--- config.mk ---
export PLATFORM = sky130hd
export DESIGN_NAME = fpu_issue_controller
export DESIGN_NICKNAME = d
export VERILOG_FILES = /design/src/rtl/fpu_issue_controller.sv
export SDC_FILE = /design/constraint.sdc
export NUM_CORES = 1
export LEC_CHECK = 0
export CORE_UTILIZATION = 30
export DETAILED_ROUTE_END_ITERATION = 8
export GPL_TIMING_DRIVEN = 0
export HOLD_SLACK_MARGIN = 0.1
export PLACE_DENSITY = 0.59
export SLEW_MARGIN = 20
export SYNTH_ARGS = -nofsm -noshare
export SYNTH_HDL_FRONTEND = slang
export SYNTH_SLANG_ARGS = --single-unit
--- constraint.sdc ---
create_clock -name clk -period 2.7 [get_ports clk]
set_input_delay 0.81 -clock clk [delete_from_list [all_inputs] [get_ports clk]]
set_output_delay 0.81 -clock clk [all_outputs]
set_load 0.03 [all_outputs]
--- src/rtl/fpu_issue_controller.sv ---
// fpu_issue_controller
//   Issues one decoded floating-point coprocessor instruction at a time to the
//   FP datapath. Each operation is timed either by a fixed per-op latency or by
//   the divider's done signal. The controller then produces the register-file
//   write, compare-flag write or store-request strobe.
//
// Ports
//   clk, reset              clock; synchronous active-high reset
//   in_valid/in_ready       instruction handshake from the integer pipeline
//   in_opcode/rs/rt/rd      decoded instruction fields
//   in_ldata                load data (lw)
//   dp_start                one-cycle start pulse to the datapath
//   dp_op/rs/rt/rd          latched op select and register addresses
//   dp_done                 divider result valid
//   rf_we/waddr/wsel/wdata  register-file write port control
//   flag_we                 compare-flag write strobe
//   st_valid/st_raddr       store request and register to read
//   st_ready                memory accepted the store
//   busy                    an instruction is in flight
//   illegal_op              one-cycle pulse on an undefined opcode
//   div_timeout             sticky divider-timeout flag
module fpu_issue_controller #(
  parameter int ADD_LAT     = 2,
  parameter int MUL_LAT     = 3,
  parameter int MISC_LAT    = 1,
  parameter int DIV_TIMEOUT = 64
) (
  input  logic        clk,
  input  logic        reset,
  input  logic        in_valid,
  output logic        in_ready,
  input  logic [5:0]  in_opcode,
  input  logic [4:0]  in_rs,
  input  logic [4:0]  in_rt,
  input  logic [4:0]  in_rd,
  input  logic [31:0] in_ldata,
  output logic        dp_start,
  output logic [3:0]  dp_op,
  output logic [4:0]  dp_rs,
  output logic [4:0]  dp_rt,
  output logic [4:0]  dp_rd,
  input  logic        dp_done,
  output logic        rf_we,
  output logic [4:0]  rf_waddr,
  output logic        rf_wsel,
  output logic [31:0] rf_wdata,
  output logic        flag_we,
  output logic        st_valid,
  output logic [4:0]  st_raddr,
  input  logic        st_ready,
  output logic        busy,
  output logic        illegal_op,
  output logic        div_timeout
);

  localparam int CW = 16;
  localparam int TW = (DIV_TIMEOUT > 1) ? $clog2(DIV_TIMEOUT + 1) : 1;

  localparam logic [CW-1:0] ADD_LD   = CW'(ADD_LAT - 1);
  localparam logic [CW-1:0] MUL_LD   = CW'(MUL_LAT - 1);
  localparam logic [CW-1:0] MISC_LD  = CW'(MISC_LAT - 1);
  localparam logic [TW-1:0] DIV_LAST = TW'(DIV_TIMEOUT - 1);

  typedef enum logic [2:0] {IDLE, EXEC, WAIT_DIV, WB, STORE} state_t;

  // Low nibble of the opcode once the 6'b11xxxx prefix is stripped.
  typedef enum logic [3:0] {
    OP_ADD = 4'd0, OP_SUB = 4'd1, OP_MUL = 4'd2, OP_DIV = 4'd3,
    OP_CMP = 4'd4, OP_REV = 4'd5, OP_RND = 4'd6, OP_LW  = 4'd7,
    OP_SW  = 4'd8
  } op_t;

  state_t        state;
  op_t           cur_op;
  op_t           dec_op;
  logic          dec_legal;
  logic          accept;
  logic [CW-1:0] lat_load;
  logic [CW-1:0] cnt;
  logic [TW-1:0] tcnt;

  // Gating with reset keeps the pipeline from handing over an instruction
  // that the reset would silently drop.
  assign in_ready = (state == IDLE) && !reset;
  assign busy     = (state != IDLE);
  assign accept   = in_valid && in_ready;
  assign dp_op    = cur_op;
  assign rf_waddr = dp_rd;

  always_comb begin
    dec_legal = (in_opcode[5:4] == 2'b11) && (in_opcode[3:0] <= 4'd8);
    dec_op    = op_t'(in_opcode[3:0]);
    lat_load  = MISC_LD;
    case (dec_op)
      OP_ADD, OP_SUB: lat_load = ADD_LD;
      OP_MUL:         lat_load = MUL_LD;
      default:        lat_load = MISC_LD;
    endcase
  end

  // Strobes are raised on the transition into their state so that they are
  // registered and coincide exactly with the WB / first EXEC cycle.
  always_ff @(posedge clk) begin
    if (reset) begin
      state       <= IDLE;
      cur_op      <= OP_ADD;
      dp_rs       <= '0;
      dp_rt       <= '0;
      dp_rd       <= '0;
      rf_wdata    <= '0;
      cnt         <= '0;
      tcnt        <= '0;
      dp_start    <= 1'b0;
      rf_we       <= 1'b0;
      rf_wsel     <= 1'b0;
      flag_we     <= 1'b0;
      st_valid    <= 1'b0;
      st_raddr    <= '0;
      illegal_op  <= 1'b0;
      div_timeout <= 1'b0;
    end else begin
      dp_start   <= 1'b0;
      rf_we      <= 1'b0;
      rf_wsel    <= 1'b0;
      flag_we    <= 1'b0;
      illegal_op <= 1'b0;

      case (state)
        IDLE: begin
          if (accept) begin
            if (!dec_legal) begin
              illegal_op <= 1'b1;
            end else begin
              cur_op   <= dec_op;
              dp_rs    <= in_rs;
              dp_rt    <= in_rt;
              dp_rd    <= in_rd;
              rf_wdata <= in_ldata;
              case (dec_op)
                OP_LW: begin
                  state   <= WB;
                  rf_we   <= 1'b1;
                  rf_wsel <= 1'b1;
                end
                OP_SW: begin
                  state    <= STORE;
                  st_valid <= 1'b1;
                  st_raddr <= in_rt;
                end
                OP_DIV: begin
                  state    <= WAIT_DIV;
                  dp_start <= 1'b1;
                  tcnt     <= '0;
                end
                default: begin
                  state    <= EXEC;
                  dp_start <= 1'b1;
                  cnt      <= lat_load;
                end
              endcase
            end
          end
        end

        EXEC: begin
          if (cnt == '0) begin
            state <= WB;
            if (cur_op == OP_CMP) flag_we <= 1'b1;
            else                  rf_we   <= 1'b1;
          end else begin
            cnt <= cnt - CW'(1);
          end
        end

        WAIT_DIV: begin
          if (dp_done) begin
            state <= WB;
            rf_we <= 1'b1;
          end else if (tcnt == DIV_LAST) begin
            state       <= IDLE;
            div_timeout <= 1'b1;
          end else begin
            tcnt <= tcnt + TW'(1);
          end
        end

        WB: state <= IDLE;

        STORE: begin
          if (st_ready) begin
            state    <= IDLE;
            st_valid <= 1'b0;
            st_raddr <= '0;
          end
        end

        default: state <= IDLE;
      endcase
    end
  end

endmodule

==> flow_summary.ini, run 1 <==
[run_status]
outcome = finished clean

[sta]
rsz0062_at_grt = false
finalCriticalPeriod_ps = 2500
finalSetupViolCount = 0
slew_violations = 0
max_freq_mhz = 400
finalHoldViolations = 0
worstMarginPinSlew_ps = 725
setup_tns_ps = 0
slew_headroom_pct = 51.0
finalClockSkew_ps = 8.31
fin_crit_sh_pct = 92.6

[detailed_routing]
via_per_inst = 4.89
wl_met1_um = 5100
wl_met2_um = 4690
dr.pass1.iters = 5
dr.max_layer_used = met4
drc = 0
wl_met3_um = 826
postRouteAntennaNets = 0
wire_per_inst_um = 14.0
routed_wl_um = 10800
drt_iter0_drc = 239
vias = 3792

[die]
start_util_pct = 31.1
dieArea_mm2 = 0.0130
num_io_pins = 128
die_width_um = 114
core-area_mm2 = 0.0121
die_h_um = 114
row_count = 40

[clock_network]
cts_buffer_depth = 2
cts.clk_slew.worst_paths_ps = 70
hold_buffers = 0
clock_latency_ps = 340
clock_sinks = 89
cts_tree = done
root_buffer = clkbuf_16
htreeDepth = 3
cts_made_buffers = 9

[synth]
synth_edf_count = 0
ys_warn_count = 0
synth.area.top_cells = dfxtp_1 (47%), nand2_1 (12%), a21oi_1 (9.7%)
synth_seq_cells = 89
syn_avg_cell_area_um2 = 8.15
async_flop_share_pct = 0
syn_area_mm2 = 0.00377
netlist.area_leader.share_pct = 47.3
synth_most_common_cell = nand2_1
syn_nets = 523
ys_types = 59
synthTopCellsByCount = nand2_1 (116), dfxtp_1 (89), a21oi_1 (73), clkbuf_1 (24), nor2_1 (13)
yosysSeqAreaShare_pct = 47.3
synthCells = 462
synthFlopType = dfxtp_1
yosys.area.top_type = dfxtp_1

[job]
drv_cap = 0

[place]
hpwlAfterDp_um = 7800
portBuffers = 125
place_inst = 755
place.gp.congestion = 0.792
dpl-instance-area_mm2 = 0.00524

[power_and_ir_drop]
power_mw = 4.12
leakage_nw = 1.99
ir_drop_uv = 327
p_per_area_mw_per_mm2 = 732

[worst_hold_path]
hp-class = flip-flop to flip-flop
hp-start = dp_rt[0]
hold_depth = 2

[setup_path]
cp.required_ps = 2980
cp-start-kind = input port
worstSetupPathType = input port to flip-flop
r2r_start = state[2]
cp.arrival_ps = 2780
r2r_cells = 6
end_kind = flip-flop
cp_max_fo = 6
cp-startpoint = in_opcode[5]

[global_routing]
grt_usage_pct = 16.9
grt_max_degree = 16
globalRouteOverflowTotal = 0
antenna_found_initial = 0
grt_pass1_wl_um = 17300
grt_pass1_vias = 3654

[layout]
final_util_pct = 46.5
antenna-diode-count = 0
nNetsFinal = 663
drive_gt1_share_pct = 9.88
fin_cells = 775
synthToLayoutAreaGrowth_pct = 49.5
design_area_mm2 = 0.00563
==> power breakdown <==
part	internal, mW	switching, mW
registers	1.42	0.104
logic	0.599	0.756
clock network	0.715	0.528
total	2.73	1.39
==> per-layer routing <==
metal,vias to the layer above,GRT usage (%)
met5,-,0
met2,135,26.5
met4,0,6.41
met1,1746,21.8
met3,17,5.29
li1,1894,-
==> sequential cells by signal, indices dropped and copies added (netlist names) <==
| name | flops |
|---|---|
| rf_we | 1 |
| illegal_op | 1 |
| cnt | 16 |
| div_timeout | 1 |
| st_valid | 1 |
| dp_rt | 5 |
| dp_rd | 5 |
| flag_we | 1 |
| dp_op | 4 |
| dp_start | 1 |
| dp_rs | 5 |
| tcnt | 7 |
| rf_wsel | 1 |
| rf_wdata | 32 |
| state | 3 |
| st_raddr | 5 |
==> stage by stage <==
stage | worst slack [ps] | hold slack, ps
2_1_floorplan | 226 | 437
3_3_place_gp | -562 | 437
3_5_place_dp | -624 | 444
4_1_cts | -2.99 | 453
5_1_grt | 92.2 | 470
6_report | 199 | 451
==> final timing paths <==
path,end,slack [ps]
worst max-delay path,cnt[15],200
worst min-delay path,dp_rt[0],450
worst min register to register,dp_rt[0],450
worst max register to register,cnt[15],330
==> cells by family (layout without fill, tap and decap cells) <==
| kind of cell | count (synthesis) | after routing | synth area share, % |
|---|---|---|---|
| buffers and inverters | 43 | 188 | 5.05 |
| XOR/XNOR | 3 | 3 | 0.698 |
| flip-flops | 89 | 89 | 47.3 |
| adder cells (fa/ha/maj) | 3 | 3 | 0.996 |
| AO/OA/AOI/OAI | 122 | 122 | 19.7 |
| AND/OR/NAND/NOR | 202 | 202 | 26.2 |
==> cell usage in the layout (no fill, tap or decap), types with 7 or more instances in the layout <==
master / instances
clkdlybuf4s50_1: 119
nand3_1: 12
nand2_1: 116
nand2b_1: 7
or3_1: 7
inv_1: 7
dfxtp_1: 88
o21ai_0: 8
nor2_1: 13
clkbuf_1: 16
a21oi_1: 72
or4_1: 8
nor3_1: 7
buf_4: 12
clkbuf_16: 9
==> cell type report <==
class,instances,area [um^2]
clock buffer,9,225
fill,1228,6480
clock inverter,7,68.8
inverter,7,26.3
sequential,89,1780
timing repair buffer,131,1310
multi-input combinational,330,1840
buffer,34,170
tap,168,210
==> what timing repair did <==
| item | in CTS | in global routing |
|---|---|---|
| hold endpoints to repair | 0 | 0 |
| endpoints found under the setup margin | 56 | 50 |
| buffers inserted | 3 | 3 |
| pin swaps | 0 | 4 |
| gates resized for setup | 12 | 15 |
==> critical path, cell delays in order <==
cell and delay [ps]:
clkdlybuf4s50_1 510, and4bb_4 280, a21o_1 190, nand4_1 260, or4_4 590, a21oi_2 140
Note: power is estimated with default switching activity, not from simulation.
==> run 2: changes to the inputs <==
--- a/config.mk
+++ b/config.mk
@@ -5,11 +5,13 @@
 export SDC_FILE = /design/constraint.sdc
 export NUM_CORES = 1
 export LEC_CHECK = 0
-export CORE_UTILIZATION = 30
+export CELL_PAD_IN_SITES_DETAIL_PLACEMENT = 1
+export CELL_PAD_IN_SITES_GLOBAL_PLACEMENT = 2
+export CORE_UTILIZATION = 25
 export DETAILED_ROUTE_END_ITERATION = 8
 export GPL_TIMING_DRIVEN = 0
 export HOLD_SLACK_MARGIN = 0.1
-export PLACE_DENSITY = 0.59
+export PLACE_DENSITY = 0.81
 export SLEW_MARGIN = 20
 export SYNTH_ARGS = -nofsm -noshare
 export SYNTH_HDL_FRONTEND = slang
==> run 2 against run 1 <==
  * The run now ends with DRC left
  * Largest power group unchanged
  * Total power down 0.36%
  * Critical path type unchanged
  * Setup slack worse by 60 ps
  * Combinational power is 3% higher
  * Clock skew shrank 2.0 ps
==> flow_summary.ini, run 2 (synthesized netlist as in run 1, its figures left out) <==
[run_status]
violations = DRC
outcome = finished, violations left

[sta]
slew_violations = 0
rsz0062_at_grt = false
finalSetupViolCount = 0
worstMarginPinSlew_ps = 769
fin_crit_sh_pct = 94.8
finalCriticalPeriod_ps = 2560
slew_headroom_pct = 48.0
finalHoldViolations = 0
finalClockSkew_ps = 6.31
setup_ws_ps = 139
max_freq_mhz = 391

[clock_network]
clock_latency_ps = 350
clock_sinks = 89
cts_tree = done
cts_buffer_depth = 2
root_buffer = clkbuf_16
cts_made_buffers = 9
cts.clk_slew.worst_paths_ps = 60
hold_buffers = 0
htreeDepth = 3

[die]
die_h_um = 125
start_util_pct = 25.7
dieArea_mm2 = 0.0156
row_count = 44
num_io_pins = 128
die_width_um = 125
core-area_mm2 = 0.0146

[setup_path]
cp.arrival_ps = 2830
slowest_delay_ps = 460
r2r_start = state[2]
rr_endpoint = cnt[15]
path_cells = clkdlybuf4s50_1 -> buf_2 -> and4bb_4 -> and4b_1 -> clkbuf_2 -> nand2_1 -> a21oi_1
worstSetupPathType = input port to flip-flop
end_kind = flip-flop
cp.required_ps = 2970
cp-start-kind = input port
cp_max_fo = 10
cp_top_family = buffers and inverters
r2r_slack_ps = 370
slowest_stage = clkdlybuf4s50_1
r2r_cells = 7
critical_path_buf_inv_count = 3

[layout]
final_cell_mix = clkdlybuf4s50_1 (121), nand2_1 (116), dfxtp_1 (87), a21oi_1 (73), clkbuf_1 (17)
antenna-diode-count = 0
synthToLayoutAreaGrowth_pct = 49.0
fillers = 1756
largest_reg_flops = 32
nNetsFinal = 661
final_common_cell = clkdlybuf4s50_1
top_register = rf_wdata
design_area_mm2 = 0.00561
top_regs = rf_wdata: 32 flops, cnt: 16 flops, tcnt: 7 flops
drive_gt1_share_pct = 9.26

[job]
drv_cap = 0

[global_routing]
grt_pass1_vias = 4063
globalRouteOverflowTotal = 0
grt_max_degree = 15
antenna_found_initial = 0
grt_usage_pct = 16.5
grt_pass1_wl_um = 20300

[power_and_ir_drop]
ir_drop_uv = 276
leakage_nw = 1.95
p_per_area_mw_per_mm2 = 731

[place]
hpwlAfterDp_um = 9180
place.gp.congestion = 0.762
dpl-instance-area_mm2 = 0.00526
portBuffers = 125
pre_cts_ws_ps = -653

[detailed_routing]
dr.pass1.iters = 6
via_per_inst = 4.91
drt_iter0_drc = 157
routed_wl_um = 12400
postRouteAntennaNets = 0
drc = 21
wire_per_inst_um = 15.7
vias = 3871

[worst_hold_path]
hp-class = flip-flop to flip-flop
hp-start = rf_wdata[0]
min_to = rf_wdata[0]
hold_depth = 2
[run 2: timing repair]
item                                    CTS  global route
pin swaps                                 1             2
endpoints found under the setup margin   61            30
setup buffers                             3             1
resized for setup                        13            13
[run 2: stage by stage]
| stage | TNS [ps] | power [mW] | utilization [%] | instances | hold slack [ps] |
|---|---|---|---|---|---|
| after floorplan | 0 | 2.41 | - | 462 | 437 |
| after global placement | -37450 | 2.80 | 35.9 | 771 | 439 |
| after detailed placement | -41150 | 2.85 | 35.9 | 771 | 448 |
| after CTS | -22.8 | 4.09 | 38.0 | 788 | 457 |
| after global routing | 0 | 4.34 | 38.3 | 789 | 473 |
| final | 0 | 4.11 | 38.3 | 789 | 453 |
[run 2: final cells by class]
| cell class | instances | area [um^2] | area share [%] |
|---|---|---|---|
| Buffer | 34 | 164 | 2.92 |
| Clock buffer | 11 | 243 | 4.32 |
| Clock inverter | 5 | 31.3 | 0.557 |
| Inverter | 7 | 26.3 | 0.468 |
| Multi-Input combinational cell | 330 | 1850 | 33.0 |
| Sequential cell | 89 | 1780 | 31.8 |
| Tap cell | 184 | 230 | 4.10 |
| Timing Repair Buffer | 129 | 1280 | 22.9 |
[run 2: worst min-delay path: cells and delay by family (launching register included)]
kind,cells,cell delay (ps)
and+or+nand+nor,1,50
DFF,1,310
AOI/OAI and AO/OA,1,50
[run 2: how the worst max path moves through the flow]
| stage | start | endpoint | cells after the start |
|---|---|---|---|
| finish | reset | dp_op[3] | 7 |
| global route | reset | dp_op[3] | 7 |
| CTS | reset | in_ready | 3 |
| detailed placement | reset | dp_op[3] | 8 |
| global placement | reset | rf_wdata[28] | 8 |
| floorplan | reset | tcnt[3] | 6 |
[run 2: where the power goes]
group	leakage (nW)	switching [mW]	internal [mW]	total, mW
clock	0.135	0.532	0.646	1.18
sequential	0.720	0.114	1.42	1.54
combinational	1.10	0.795	0.597	1.39
total	1.95	1.44	2.67	4.11
[run 2: layer usage]
| layer | GRT usage (%) | vias up | share of wire [%] |
|---|---|---|---|
| met4 | 8.28 | 0 | 2.1 |
| met3 | 4.12 | 18 | 6.2 |
| li1 | - | 1899 | - |
| met2 | 26.0 | 109 | 45 |
| met5 | 0 | - | 0 |
| met1 | 20.7 | 1845 | 46 |
==> run 3: changes to the inputs <==
--- a/config.mk
+++ b/config.mk
@@ -16,3 +16,4 @@
 export SYNTH_ARGS = -nofsm -noshare
 export SYNTH_HDL_FRONTEND = slang
 export SYNTH_SLANG_ARGS = --single-unit
+export TNS_END_PERCENT = 5
==> constraint.sdc (replaced) <==
create_clock -name clk -period 2.9 [get_ports clk]
set_input_delay 0.87 -clock clk [delete_from_list [all_inputs] [get_ports clk]]
set_output_delay 0.87 -clock clk [all_outputs]
set_load 0.03 [all_outputs]
==> run 3 against run 2 <==
  * The run still ends with DRC left
  * Clock power fell by 8%
  * Total power fell by 8.9%
  * Cell count fell by 0.38%
  * Routed wire length fell by 1.2%
  * Critical path type is now input port to output port
==> flow_summary.ini, run 3 (synthesized netlist as in run 1, its figures left out) <==
[run_status]
outcome = finished, violations left
violations = DRC

[job]
drv_cap = 0

[die]
dieArea_mm2 = 0.0156
die_width_um = 125
start_util_pct = 25.7
num_io_pins = 128
die_h_um = 125
core-area_mm2 = 0.0146
row_count = 44

[sta]
setup_ws_ps = 52.1
fin_crit_sh_pct = 98.2
finalHoldViolations = 0
finalClockSkew_ps = 5.90
rsz0062_at_grt = true
finalSetupViolCount = 0
finalCriticalPeriod_ps = 2850
slew_violations = 0
max_freq_mhz = 351
setup_tns_ps = 0
slew_headroom_pct = 47.1
worstMarginPinSlew_ps = 783

[global_routing]
globalRouteOverflowTotal = 0
grt_max_degree = 15
grt_pass1_wl_um = 20200
antenna_found_initial = 0
grt_pass1_vias = 4037
grt_usage_pct = 16.3

[power_and_ir_drop]
p_per_area_mw_per_mm2 = 673
power_mw = 3.74
ir_drop_uv = 253
leakage_nw = 1.91

[clock_network]
cts_made_buffers = 9
root_buffer = clkbuf_16
clock_sinks = 89
cts_buffer_depth = 2
cts.clk_slew.worst_paths_ps = 60
cts_tree = done
htreeDepth = 3
hold_buffers = 0
clock_latency_ps = 350
cts_setup_buffers = 0

[layout]
synthToLayoutAreaGrowth_pct = 47.6
final_cell_mix = clkdlybuf4s50_1 (123), nand2_1 (116), dfxtp_1 (89), a21oi_1 (73), clkbuf_1 (19)
antenna-diode-count = 0
nNetsFinal = 658
drive_gt1_share_pct = 7.97
largest_reg_flops = 32
final_util_pct = 38.0
top_regs = rf_wdata: 32 flops, cnt: 16 flops, tcnt: 7 flops
top_register = rf_wdata
final_common_cell = clkdlybuf4s50_1

[setup_path]
cp-start-kind = input port
worstSetupPathType = input port to output port
cp_max_fo = 3
r2r_slack_ps = 510
cp.arrival_ps = 1980
end_kind = output port
cp.required_ps = 2030

[detailed_routing]
postRouteAntennaNets = 0
vias = 3854
dr.pass1.iters = 7
routed_wl_um = 12200
drc = 21
wire_per_inst_um = 15.6
via_per_inst = 4.90
drt_iter0_drc = 155

[place]
place.gp.congestion = 0.762
pre_cts_ws_ps = -513
portBuffers = 125
hpwlAfterDp_um = 9180

[worst_hold_path]
hp-class = flip-flop to flip-flop
[run 3: where the power goes]
group / switching, mW / internal (mW) / leakage (nW) / total, mW
sequential: 0.0881 / 1.32 / 0.720 / 1.41
combinational: 0.725 / 0.513 / 1.06 / 1.24
clock: 0.492 / 0.602 / 0.135 / 1.09
total: 1.31 / 2.44 / 1.91 / 3.74
[run 3: cell type report]
cell class | instances | area [um^2]
tap | 184 | 230
timing repair buffer | 125 | 1250
clock buffer | 11 | 243
buffer | 35 | 166
fill | 1744 | 9080
clock inverter | 5 | 31.3
inverter | 7 | 26.3
sequential | 89 | 1780
multi-input combinational | 330 | 1830
[run 3: through the flow]
stage / area, um^2 / hold WS [ps] / instances
2_1_floorplan: 3770 / 437 / 462
3_3_place_gp: 5260 / 439 / 771
3_5_place_dp: 5260 / 448 / 771
4_1_cts: 5540 / 457 / 786
5_1_grt: 5560 / 473 / 786
6_report: 5560 / 453 / 786
[run 3: metal layers]
layer | GRT usage, % | part of all wire (%)
met4 | 7.84 | 1.4
met3 | 4.12 | 6.1
met2 | 25.8 | 46
met1 | 20.6 | 46
met5 | 0 | 0
[run 3: path summary, 6_finish.rpt]
check | cells after the start | endpoint | startpoint
worst max-delay path | 3 | in_ready | reset
worst min-delay path | 2 | rf_wdata[0] | rf_wdata[0]
worst max register to register | 6 | cnt[15] | state[2]
worst min register to register | 2 | rf_wdata[0] | rf_wdata[0]
[run 3: what timing repair did]
action	CTS	global route
endpoints found under the setup margin	52	31
endpoints found under the hold margin	0	0
pin swaps	0	1
gates resized for setup	9	6
[run 3: worst max-delay path, cell delays in order]
cell and delay (ps):
clkdlybuf4s50_1 440, nor4_2 310, clkdlybuf4s15_2 360
